### config.mk
export PLATFORM = sky130hd
export DESIGN_NAME = rom_fetch_arb
export DESIGN_NICKNAME = d
export VERILOG_FILES = /design/src/rtl/ecc_rom_pkg.sv /design/src/rtl/rom_fetch_arb_rr_arbiter.sv /design/src/rtl/rom_fetch_arb.sv
export SDC_FILE = /design/constraint.sdc
export NUM_CORES = 1
export LEC_CHECK = 0
export CORE_UTILIZATION = 30
export CTS_BUF_LIST = sky130_fd_sc_hd__clkbuf_4
export CTS_CLUSTER_DIAMETER = 120
export CTS_CLUSTER_SIZE = 12
export DETAILED_ROUTE_END_ITERATION = 10
export GPL_TIMING_DRIVEN = 0
export PLACE_DENSITY = 0.68
export SKIP_LAST_GASP = 1
export SLEW_MARGIN = 20
export SYNTH_ARGS = -nofsm -noshare
export SYNTH_HDL_FRONTEND = slang
export SYNTH_SLANG_ARGS = --single-unit
### constraint.sdc
create_clock -name CLK -period 1.6 [get_ports CLK]
set_input_delay 0.4 -clock CLK [delete_from_list [all_inputs] [get_ports CLK]]
set_output_delay 0.4 -clock CLK [all_outputs]
set_load 0.01 [all_outputs]
### src/rtl/ecc_rom_pkg.sv
// ecc_rom_pkg
// Shared definitions for the ECC constant-ROM fetch path:
//   - ROM geometry (64 words x 16 bits, 6-bit address)
//   - address region layout (four 16-word regions selected by addr[5:4])
//   - burst sequencer FSM state type
package ecc_rom_pkg;

    localparam int ROM_DEPTH   = 64;
    localparam int ROM_AW      = $clog2(ROM_DEPTH);
    localparam int ROM_DW      = 16;

    // Regions are the top two address bits: 0-15, 16-31, 32-47, 48-63.
    localparam int REGION_W    = 2;
    localparam int NUM_REGIONS = 1 << REGION_W;

    typedef enum logic [1:0] {
        IDLE  = 2'd0,
        ISSUE = 2'd1,
        DRAIN = 2'd2
    } fetch_state_e;

    function automatic logic [REGION_W-1:0] addr_region(input logic [ROM_AW-1:0] a);
        return a[ROM_AW-1 -: REGION_W];
    endfunction

endpackage

### src/rtl/rom_fetch_arb_rr_arbiter.sv
// rr_arbiter
// Round-robin pick over NREQ requesters. The search starts at the pointer;
// when advance is high the pointer moves to the requester after the one
// currently granted. Pointer resets to 0 (requester 0 has top priority).
// Ports:
//   clk, rst_n : clock, asynchronous active-low reset
//   req        : request vector
//   advance    : commit the current pick (move the pointer past it)
//   gnt        : one-hot pick, combinational from req and the pointer
module rr_arbiter #(
    parameter int NREQ = 2
) (
    input  logic            clk,
    input  logic            rst_n,
    input  logic [NREQ-1:0] req,
    input  logic            advance,
    output logic [NREQ-1:0] gnt
);

    localparam int PW = (NREQ > 1) ? $clog2(NREQ) : 1;

    logic [PW-1:0] ptr_q;
    logic [PW-1:0] ptr_d;
    int            ptr_int;
    logic          found;

    // Offset i from the pointer is checked in increasing order, so the first
    // hit is the requester nearest the pointer in rotating order.
    always_comb begin
        gnt     = '0;
        found   = 1'b0;
        ptr_int = int'(ptr_q);
        for (int i = 0; i < NREQ; i++) begin
            for (int j = 0; j < NREQ; j++) begin
                if (!found && req[j] && (j == (ptr_int + i) % NREQ)) begin
                    gnt[j] = 1'b1;
                    found  = 1'b1;
                end
            end
        end
    end

    always_comb begin
        ptr_d = ptr_q;
        if (advance) begin
            for (int j = 0; j < NREQ; j++) begin
                if (gnt[j]) begin
                    ptr_d = PW'((j + 1) % NREQ);
                end
            end
        end
    end

    always_ff @(posedge clk or negedge rst_n) begin
        if (!rst_n) begin
            ptr_q <= '0;
        end else begin
            ptr_q <= ptr_d;
        end
    end

endmodule

### src/rtl/rom_fetch_arb.sv
// rom_fetch_arb
// Burst-read arbiter and sequencer for the 64x16 synchronous constant ROM.
// Grants one requester at a time (round robin), drives the ROM enable and
// address one word per cycle, and returns read data tagged with requester id
// and a last-word flag.
// Optional feature macro: ROM_ARB_PROT_EN adds per-requester region
// permissions (parameter REQ_REGION_MASK) and the rd_err reject pulse.
// Ports:
//   CLK, rst_n          : clock (rising edge), asynchronous active-low reset
//   req/req_base/req_len: per-requester request level, start address, length-1
//   gnt                 : one-hot, one-cycle grant pulse
//   busy                : FSM not in IDLE
//   rom_cen/rom_a/rom_q : ROM enable (active-low), address, read data
//   rd_valid/rd_data/rd_id/rd_last : returned word and its tags
//   rd_err              : burst rejected by region check (0 without the macro)
// Handshake: a requester holds req with stable base/len until it sees gnt,
// and drops req the cycle after gnt unless it wants another burst.
module rom_fetch_arb
    import ecc_rom_pkg::*;
#(
    parameter int NREQ = 2,
    parameter int AW   = ROM_AW,
    parameter int DW   = ROM_DW
`ifdef ROM_ARB_PROT_EN
    ,
    parameter logic [NREQ*NUM_REGIONS-1:0] REQ_REGION_MASK = '1
`endif
) (
    input  logic                     CLK,
    input  logic                     rst_n,
    input  logic [NREQ-1:0]          req,
    input  logic [NREQ*AW-1:0]       req_base,
    input  logic [NREQ*4-1:0]        req_len,
    output logic [NREQ-1:0]          gnt,
    output logic                     busy,
    output logic                     rom_cen,
    output logic [AW-1:0]            rom_a,
    input  logic [DW-1:0]            rom_q,
    output logic                     rd_valid,
    output logic [DW-1:0]            rd_data,
    output logic [$clog2(NREQ)-1:0]  rd_id,
    output logic                     rd_last,
    output logic                     rd_err
);

    localparam int IDW = $clog2(NREQ);

    fetch_state_e   state_q, state_d;
    logic [AW-1:0]  addr_q, addr_d;
    logic [3:0]     cnt_q, cnt_d;
    logic [IDW-1:0] id_q, id_d;
    logic [NREQ-1:0] gnt_q, gnt_d;
    logic           rom_cen_q, rom_cen_d;
    logic           busy_q, busy_d;
    logic           rd_valid_q, rd_valid_d;
    logic [IDW-1:0] rd_id_q, rd_id_d;
    logic           rd_last_q, rd_last_d;

    logic [NREQ-1:0] arb_req;
    logic [NREQ-1:0] pick_oh;
    logic            arb_advance;
    logic [IDW-1:0]  pick_id;
    logic [AW-1:0]   sel_base;
    logic [3:0]      sel_len;

    // Requests are only considered in IDLE. The cycle right after a grant
    // pulse is also excluded: after a rejected burst the FSM is already back
    // in IDLE while the requester is still allowed to hold req for that cycle.
    assign arb_req     = (state_q == IDLE && gnt_q == '0) ? req : '0;
    assign arb_advance = (state_q == IDLE) && (pick_oh != '0);

    rr_arbiter #(
        .NREQ (NREQ)
    ) u_rr_arbiter (
        .clk     (CLK),
        .rst_n   (rst_n),
        .req     (arb_req),
        .advance (arb_advance),
        .gnt     (pick_oh)
    );

`ifdef ROM_ARB_PROT_EN
    logic [NUM_REGIONS-1:0] sel_mask;
    logic [AW-1:0]          end_addr;
    logic                   region_ok;
    logic                   rd_err_q, rd_err_d;
`endif

    // Steer the picked requester's id, base and length (and permissions).
    always_comb begin
        pick_id  = '0;
        sel_base = '0;
        sel_len  = '0;
`ifdef ROM_ARB_PROT_EN
        sel_mask = '0;
`endif
        for (int j = 0; j < NREQ; j++) begin
            if (pick_oh[j]) begin
                pick_id  = IDW'(j);
                sel_base = req_base[j*AW +: AW];
                sel_len  = req_len[j*4 +: 4];
`ifdef ROM_ARB_PROT_EN
                sel_mask = REQ_REGION_MASK[j*NUM_REGIONS +: NUM_REGIONS];
`endif
            end
        end
    end

`ifdef ROM_ARB_PROT_EN
    // Both end points are checked; a burst never spans more than two regions
    // (16 words max), so the ends cover every region touched, including wrap.
    always_comb begin
        end_addr  = sel_base + AW'(sel_len);
        region_ok = sel_mask[addr_region(sel_base)] & sel_mask[addr_region(end_addr)];
    end
`endif

    always_comb begin
        state_d    = state_q;
        addr_d     = addr_q;
        cnt_d      = cnt_q;
        id_d       = id_q;
        gnt_d      = '0;
        rom_cen_d  = 1'b1;
        // Return pipeline: tags follow the enable by exactly one cycle.
        rd_valid_d = (state_q == ISSUE);
        rd_last_d  = (state_q == ISSUE) && (cnt_q == 4'd0);
        rd_id_d    = (state_q == ISSUE) ? id_q : rd_id_q;
`ifdef ROM_ARB_PROT_EN
        rd_err_d   = 1'b0;
`endif
        case (state_q)
            IDLE: begin
                if (pick_oh != '0) begin
                    gnt_d = pick_oh;
`ifdef ROM_ARB_PROT_EN
                    if (!region_ok) begin
                        rd_err_d = 1'b1;
                        rd_id_d  = pick_id;
                    end else
`endif
                    begin
                        state_d   = ISSUE;
                        addr_d    = sel_base;
                        cnt_d     = sel_len;
                        id_d      = pick_id;
                        rom_cen_d = 1'b0;
                    end
                end
            end
            ISSUE: begin
                // cnt_q counts addresses still to issue after the current one.
                if (cnt_q == 4'd0) begin
                    state_d = DRAIN;
                end else begin
                    addr_d    = addr_q + AW'(1);
                    cnt_d     = cnt_q - 4'd1;
                    rom_cen_d = 1'b0;
                end
            end
            DRAIN: begin
                state_d = IDLE;
            end
            default: begin
                state_d = IDLE;
            end
        endcase
        busy_d = (state_d != IDLE);
    end

    always_ff @(posedge CLK or negedge rst_n) begin
        if (!rst_n) begin
            state_q    <= IDLE;
            addr_q     <= '0;
            cnt_q      <= '0;
            id_q       <= '0;
            gnt_q      <= '0;
            rom_cen_q  <= 1'b1;
            busy_q     <= 1'b0;
            rd_valid_q <= 1'b0;
            rd_id_q    <= '0;
            rd_last_q  <= 1'b0;
        end else begin
            state_q    <= state_d;
            addr_q     <= addr_d;
            cnt_q      <= cnt_d;
            id_q       <= id_d;
            gnt_q      <= gnt_d;
            rom_cen_q  <= rom_cen_d;
            busy_q     <= busy_d;
            rd_valid_q <= rd_valid_d;
            rd_id_q    <= rd_id_d;
            rd_last_q  <= rd_last_d;
        end
    end

`ifdef ROM_ARB_PROT_EN
    always_ff @(posedge CLK or negedge rst_n) begin
        if (!rst_n) begin
            rd_err_q <= 1'b0;
        end else begin
            rd_err_q <= rd_err_d;
        end
    end
    assign rd_err = rd_err_q;
`else
    assign rd_err = 1'b0;
`endif

    assign gnt      = gnt_q;
    assign busy     = busy_q;
    assign rom_cen  = rom_cen_q;
    assign rom_a    = addr_q;
    assign rd_valid = rd_valid_q;
    assign rd_data  = rom_q;
    assign rd_id    = rd_id_q;
    assign rd_last  = rd_last_q;

endmodule

# After elaboration in Yosys (flattened, before gate mapping)
# Cells that the tools add are included.
[word_totals]
mem_count = 0
latch_bits = 0
elab_cells = 71
mem_bits_rw = 0
romBits = 0
register_bits = 21
[op_classes]
shift = 0
add_sub_neg = 3
muxes = 28
multipliers = 0
n_div = 0
reduce_logical = 24
bitwise_logic = 1
n_lt_le_gt_ge = 0
n_eq_ne = 4
[op_table]
columns = ["operator", "n"]
rows = [
  ["zero test 32 bit", 2],
  ["two-way mux 6 bit", 4],
  ["two-way mux 4 bit", 4],
  ["one-hot mux 6 bit (2 select lines)", 1],
  ["two-way mux 1 bit", 11],
  ["logical AND 1 bit", 10],
  ["two-way mux 2 bit", 5],
  ["one-hot mux 4 bit (2 select lines)", 1],
  ["adder 6 x 1 -> 6 bit (second input constant)", 1],
  ["nonzero test 2 bit", 3],
  ["zero test 2 bit", 2],
  ["zero test 4 bit", 1],
  ["one-hot mux 2 bit (2 select lines)", 1],
  ["AND reduction 2 bit", 2],
  ["subtractor 4 x 1 -> 4 bit (second input constant)", 1],
  ["zero test 1 bit", 3],
  ["AND reduction 3 bit", 1],
  ["== test 2 x 1 -> 1 bit (second input constant)", 1],
  ["== test 2 bit (first input constant)", 1],
  ["!= test 2 x 1 -> 1 bit (second input constant)", 1],
  ["!= test 2 bit (second input constant)", 1],
  ["one-hot mux 1 bit (2 select lines)", 1],
  ["adder 1 bit (second input constant)", 1],
  ["AND 1 bit (first input constant)", 1],
]

# Logic depth before layout (Yosys ltp)
[depth]
depth_word = 21
depth_mapped = 7

# Hierarchy
# From an unflattened synthesis, not the netlist that was laid out.
[unflattened]
hier_cells = 135
area_unflattened_um2 = 1307.5
[by_module_without_submodules]
columns = ["module", "area_per_inst_um2", "cells_each", "instances", "seq_area_each_um2"]
rows = [
  ["rom_fetch_arb", 1252.5, 129, 1, 501.7],
  ["rr_arbiter", 55.1, 6, 1, 25.0],
]

# Worst setup path after synthesis
# No wires, ideal clock.
[synth_timing]
path_kind = "reg2reg"
from = "register state_q[0]"
to = "register addr_q[5] (netlist: rom_a[5])"
path_buffers = 1
required_time_ns = 1.444
t_arrival_ns = 1.509
setup_time_ns = 0.156
slack_ns = -0.064
synth_period_minus_slack_ns = 1.664
path_stages_with_launch = 6
path_cell_list = "dfrtp_1 > or4_4 > buf_6 > o22ai_4 > nor4b_1 > a211oi_1"
[synth_between]
elab_chain_cells = 20
elab_cells_between_ends = 29
classes_between = "3 x eq/ne; 11 x mux; 15 x reduce/logical"
[synth_lines]
columns = ["item", "line_no", "rtl"]
rows = [
  ["start, declared", "rom_fetch_arb.sv:48", "fetch_state_e state_q, state_d;"],
  ["start signal, assigned", "rom_fetch_arb.sv:184", "state_q <= state_d;"],
  ["zero test 2 bit", "rom_fetch_arb.sv:69, rom_fetch_arb.sv:132", ""],
  ["logical AND 1 bit", "rom_fetch_arb.sv:69", "assign arb_req = (state_q == IDLE && gnt_q == '0) ? req : '0;"],
  ["two-way mux 2 bit", "rom_fetch_arb.sv:69", ""],
  ["logical AND 1 bit", "rom_fetch_arb_rr_arbiter.sv:35", "if (!found && req[j] && (j == (ptr_int + i) % NREQ)) begin"],
  ["two-way mux 1 bit", "rom_fetch_arb_rr_arbiter.sv:35", ""],
  ["zero test 1 bit", "rom_fetch_arb_rr_arbiter.sv:35", ""],
  ["logical AND 1 bit (2 in series)", "rom_fetch_arb_rr_arbiter.sv:35", ""],
  ["two-way mux 1 bit", "rom_fetch_arb_rr_arbiter.sv:35", ""],
  ["zero test 1 bit", "rom_fetch_arb_rr_arbiter.sv:35", ""],
  ["logical AND 1 bit (2 in series)", "rom_fetch_arb_rr_arbiter.sv:35", ""],
  ["two-way mux 1 bit", "rom_fetch_arb_rr_arbiter.sv:35", ""],
  ["zero test 1 bit", "rom_fetch_arb_rr_arbiter.sv:35", ""],
  ["logical AND 1 bit (2 in series)", "rom_fetch_arb_rr_arbiter.sv:35", ""],
  ["two-way mux 1 bit", "rom_fetch_arb_rr_arbiter.sv:35", ""],
  ["two-way mux 6 bit / nonzero test 2 bit (equally long branches)", "--", ""],
  ["two-way mux 6 bit / != test 2 x 1 -> 1 bit (equally long branches)", "--", ""],
  ["one-hot mux 6 bit (2 select lines) / AND reduction 3 bit (equally long branches)", "--", ""],
  ["end signal, assigned", "rom_fetch_arb.sv:185", "addr_q <= addr_d;"],
  ["end, declared", "rom_fetch_arb.sv:49", "logic [AW-1:0] addr_q, addr_d;"],
]
# Several ways; a longest one is shown, not always the timed one. The select of a mux whose other input is x is not followed.
# A chain may end at the register's enable or synchronous reset.

# Worst setup path after layout
[layout_timing]
from = "register state_q[0]"
to = "register cnt_q[1]"
[layout_between]
elab_chain_cells = 20
elab_cells_between_ends = 29
classes_between = "3 x eq/ne; 11 x mux; 15 x reduce/logical"
[layout_lines]
columns = ["item", "line_no", "rtl"]
rows = [
  ["zero test 2 bit", "rom_fetch_arb.sv:69, rom_fetch_arb.sv:132", ""],
  ["logical AND 1 bit", "rom_fetch_arb.sv:69", ""],
  ["two-way mux 2 bit", "rom_fetch_arb.sv:69", ""],
  ["logical AND 1 bit", "rom_fetch_arb_rr_arbiter.sv:35", ""],
  ["two-way mux 1 bit", "rom_fetch_arb_rr_arbiter.sv:35", ""],
  ["zero test 1 bit", "rom_fetch_arb_rr_arbiter.sv:35", ""],
  ["logical AND 1 bit (2 in series)", "rom_fetch_arb_rr_arbiter.sv:35", ""],
  ["two-way mux 1 bit", "rom_fetch_arb_rr_arbiter.sv:35", ""],
  ["zero test 1 bit", "rom_fetch_arb_rr_arbiter.sv:35", ""],
  ["logical AND 1 bit (2 in series)", "rom_fetch_arb_rr_arbiter.sv:35", ""],
  ["two-way mux 1 bit", "rom_fetch_arb_rr_arbiter.sv:35", ""],
  ["zero test 1 bit", "rom_fetch_arb_rr_arbiter.sv:35", ""],
  ["logical AND 1 bit (2 in series)", "rom_fetch_arb_rr_arbiter.sv:35", ""],
  ["two-way mux 1 bit", "rom_fetch_arb_rr_arbiter.sv:35", ""],
  ["two-way mux 4 bit / nonzero test 2 bit (equally long branches)", "--", ""],
  ["two-way mux 4 bit / != test 2 x 1 -> 1 bit (equally long branches)", "--", ""],
  ["one-hot mux 4 bit (2 select lines) / AND reduction 3 bit (equally long branches)", "--", ""],
  ["end signal, assigned", "rom_fetch_arb.sv:186", "cnt_q <= cnt_d;"],
  ["end, declared", "rom_fetch_arb.sv:50", "logic [3:0] cnt_q, cnt_d;"],
]
# Several ways; a longest one is shown, not always the timed one. The select of a mux whose other input is x is not followed.

==> impl_metrics.json <==
{
  "first_pass_iters": 4,
  "dp_cells": 225,
  "nFillCells": 342,
  "max_freq_mhz": 559,
  "antenna_left": 0,
  "synth-seq-area-share_pct": 43.5,
  "fin_skew_ns": 0.00484,
  "arrival_ns": 1.99,
  "leakagePower_nw": 0.881,
  "status": "complete, but fails checks",
  "cts_max_level": 1,
  "path_cells": "or4_4 -> o22ai_4 -> buf_4 -> o221ai_1 -> a21boi_1",
  "met2_usage_pct": 30.9,
  "power_density_mw_per_mm2": 1700,
  "num_vias": 1258,
  "gr-usage-met1_pct": 18.9,
  "synth_cells": 126,
  "critPathLaunchType": "register",
  "critPathCaptureType": "register",
  "antenna_found_initial": 0,
  "finalSetupViolations": 10,
  "cts_tree": "done",
  "syn_avg_cell_area_um2": 9.61,
  "rsz0062_at_grt": "true",
  "ys_warn_count": 0,
  "cts_buffers": 3,
  "clkPwrFrac_pct": 7.8,
  "synth_cell_types": 40,
  "cpMaxStageDelayCell": "or4_4",
  "drv_slew": 0,
  "drc": 0,
  "gp_congestion": 0.899,
  "drv_cap": 0,
  "crit_type": "reg2reg",
  "overflow": 0,
  "p_comb_share_pct": 62.8,
  "grt_util_met3_pct": 2.43,
  "rr_worst_depth": 5,
  "grt_pass1_wl_um": 5430,
  "violations": "setup timing",
  "wl_per_cell_um": 14.8,
  "clockBufferDepth": 2,
  "area_delta_synth_final_pct": 61.5,
  "grt_pass1_vias": 1282,
  "cts.clk_slew.worst_paths_ns": 0.12,
  "die_area_mm2": 0.00430,
  "fp.dieW_um": 65.5,
  "async_reset_ff_share_pct": 100,
  "drive_gt1_share_pct": 26.6,
  "cts-root-buf": "clkbuf_4",
  "drt_iter0_markers": 126,
  "num-nets-final": 235,
  "antenna_cells": 0,
  "core-area_mm2": 0.00377,
  "cp.required_ns": 1.80,
  "rr_endpoint": "cnt_q[1]$_DFFE_PN0P_",
  "seq_power_share_pct": 29.4,
  "timing_hold_violations_final": 0,
  "fin_crit_ns": 1.79,
  "syn-num-nets": 168,
  "tightest_slew_ns": 0.941,
  "pin_count": 70,
  "fin_crit_sh_pct": 112,
  "hold_buffers": 0,
  "grt_usage_pct": 16.6,
  "p_total_w": 0.00332,
  "clock_sinks": 21,
  "drt-total-wl_um": 3550,
  "synth_edf_count": 0,
  "p_int_w": 0.00190,
  "rows": 22,
  "worstHoldPathCells": 3,
  "die_y_um": 65.5,
  "worstSkewPairLatency_ns": 0.31,
  "synth_area_mm2": 0.00121,
  "ir_drop_uv": 489,
  "power.switching_w": 0.00142,
  "synthFlopType": "dfrtp_1",
  "port_buffers": 51,
  "grt_start_max_net_pins": 22,
  "hp-start": "req[1]",
  "dp_hpwl_um": 2470,
  "start_util_pct": 32.1,
  "yosys_register_bits": 21,
  "cpPeakStageDelay_ns": 0.60,
  "swShare_pct": 42.8,
  "vias_per_cell": 5.24,
  "hp-class": "in2reg",
  "instances_no_fill": 240,
  "min_to": "id_q$_DFFE_PN0P_",
  "r2r_start": "state_q[0]$_DFF_PN0_",
  "rrSetupSlack_ns": -0.19,
  "crit_fanout": 7,
  "relSlewSlack_pct": 37.0,
  "busiest_layer": "met2",
  "worst_slack_ns": -0.190
}
## state kept, by name (all words and copies together) (netlist names)
register and cells:
busy 1, cnt_q 4, gnt 2, id_q 1, rd_id 1, rd_last 1, rd_valid 1, rom_a 6
rom_cen 1, state_q 2, u_rr_arbiter.ptr_q 1
## cell usage in the layout, fill, tap and decap left out, types with 3 or more instances in the layout
| cell | count |
|---|---|
| a21oi_1 | 7 |
| a32oi_1 | 4 |
| buf_4 | 27 |
| clkbuf_4 | 3 |
| clkdlybuf4s50_1 | 38 |
| dfrtp_1 | 20 |
| dlygate4sd2_1 | 10 |
| dlymetal6s2s_1 | 3 |
| inv_1 | 7 |
| nand2_1 | 12 |
| nand2b_1 | 3 |
| nand3_1 | 3 |
| nor2_1 | 4 |
| nor3_1 | 3 |
| o21ai_0 | 3 |
| o32ai_1 | 3 |
## cells by family (layout without fill, tap and decap cells)
kind of cell / count (synthesis) / in the layout / synth area share, %
and+or+nand+nor: 34 / 34 / 14.3
adders and majority gates: 2 / 2 / 2.07
buffers and inverters: 29 / 95 / 15.6
DFF: 21 / 21 / 43.5
AOI/OAI and AO/OA: 38 / 38 / 23.6
other: 1 / 1 / 0.310
xor gates and xnor gates: 1 / 1 / 0.723
## metrics by stage
stage / utilization [%] / TNS [ns] / hold slack [ns] / setup slack, ns / cell area (um2)
after floorplan: - / -0.0588 / 0.104 / -0.0325 / 1220
after global placement: 47.4 / -2.97 / 0.480 / -0.369 / 1790
after detailed placement: 47.4 / -3.42 / 0.496 / -0.409 / 1790
after CTS: 50.3 / -1.31 / 0.491 / -0.158 / 1900
after global routing: 51.9 / -1.95 / 0.526 / -0.229 / 1960
final: 51.9 / -1.42 / 0.495 / -0.190 / 1960
## Yosys cell counts (2+ instances only)
library cell	n	area share [%]
dfrtp_1	20	41
o32ai_1	3	2.2
o22ai_1	3	1.5
nand2b_1	3	1.5
o21ai_1	2	0.83
nand2_1	13	4.0
a21oi_1	7	2.9
inv_1	7	2.2
buf_6	2	1.9
nand3_1	3	1.2
ha_1	2	2.1
a221oi_1	2	1.4
o21ai_0	4	1.7
a22o_1	2	1.4
o32a_1	2	1.7
a21boi_0	2	1.2
nor2_1	5	1.5
buf_4	17	11
a32oi_1	4	2.9
nor3_1	3	1.2
## power by group through the flow
stage	clock network [W]	registers (W)	logic, W
floorplan	0	0.00102	0.00103
global placement	0	0.000990	0.00165
detailed placement	0	0.00101	0.00170
CTS	0.000263	0.000952	0.00191
global route	0.000285	0.00101	0.00224
finish	0.000259	0.000977	0.00209
## layout make-up
| class | instances | area (um2) | share of cell area [%] |
|---|---|---|---|
| Multi-Input combinational cell | 76 | 567 | 29.0 |
| Timing Repair Buffer | 63 | 597 | 30.5 |
| Clock inverter | 1 | 5.00 | 0.256 |
| Inverter | 8 | 30.0 | 1.54 |
| Tap cell | 48 | 60.1 | 3.07 |
| Clock buffer | 3 | 22.5 | 1.15 |
| Buffer | 20 | 148 | 7.55 |
| Sequential cell | 21 | 527 | 26.9 |
## worst max-delay path, delay by kind of cell (launching register included)
kind / cells / cell delay (ns)
AOI/OAI and AO/OA: 3 / 0.47
buffers and inverters: 1 / 0.17
DFF: 1 / 0.45
and+or+nand+nor: 1 / 0.60
## layer usage
metal | wire length (um) | up-vias
li1 | - | 574
met5 | 0 | -
met4 | 70 | 0
met2 | 1830 | 74
met3 | 248 | 10
met1 | 1400 | 600
## worst max-delay path by stage
stage                               from              endpoint  slack [ns]
global route        state_q[0]$_DFF_PN0_  rom_a[2]$_DFFE_PN0P_       -0.23
CTS                 state_q[0]$_DFF_PN0_  cnt_q[3]$_DFFE_PN0P_       -0.16
global placement                  req[0]  cnt_q[3]$_DFFE_PN0P_       -0.37
finish              state_q[0]$_DFF_PN0_  cnt_q[1]$_DFFE_PN0P_       -0.19
floorplan           state_q[0]$_DFF_PN0_  rom_a[5]$_DFFE_PN0P_       -0.03
detailed placement                req[0]  rom_a[4]$_DFFE_PN0P_       -0.41
## timing repair
item / in CTS / in global routing
buffers inserted: 9 / 2
cloned: 1 / 0
pin swaps: 2 / 3
gates resized for setup: 16 / 12
setup endpoints to repair: 24 / 17
(Power assumes the default switching activity.)
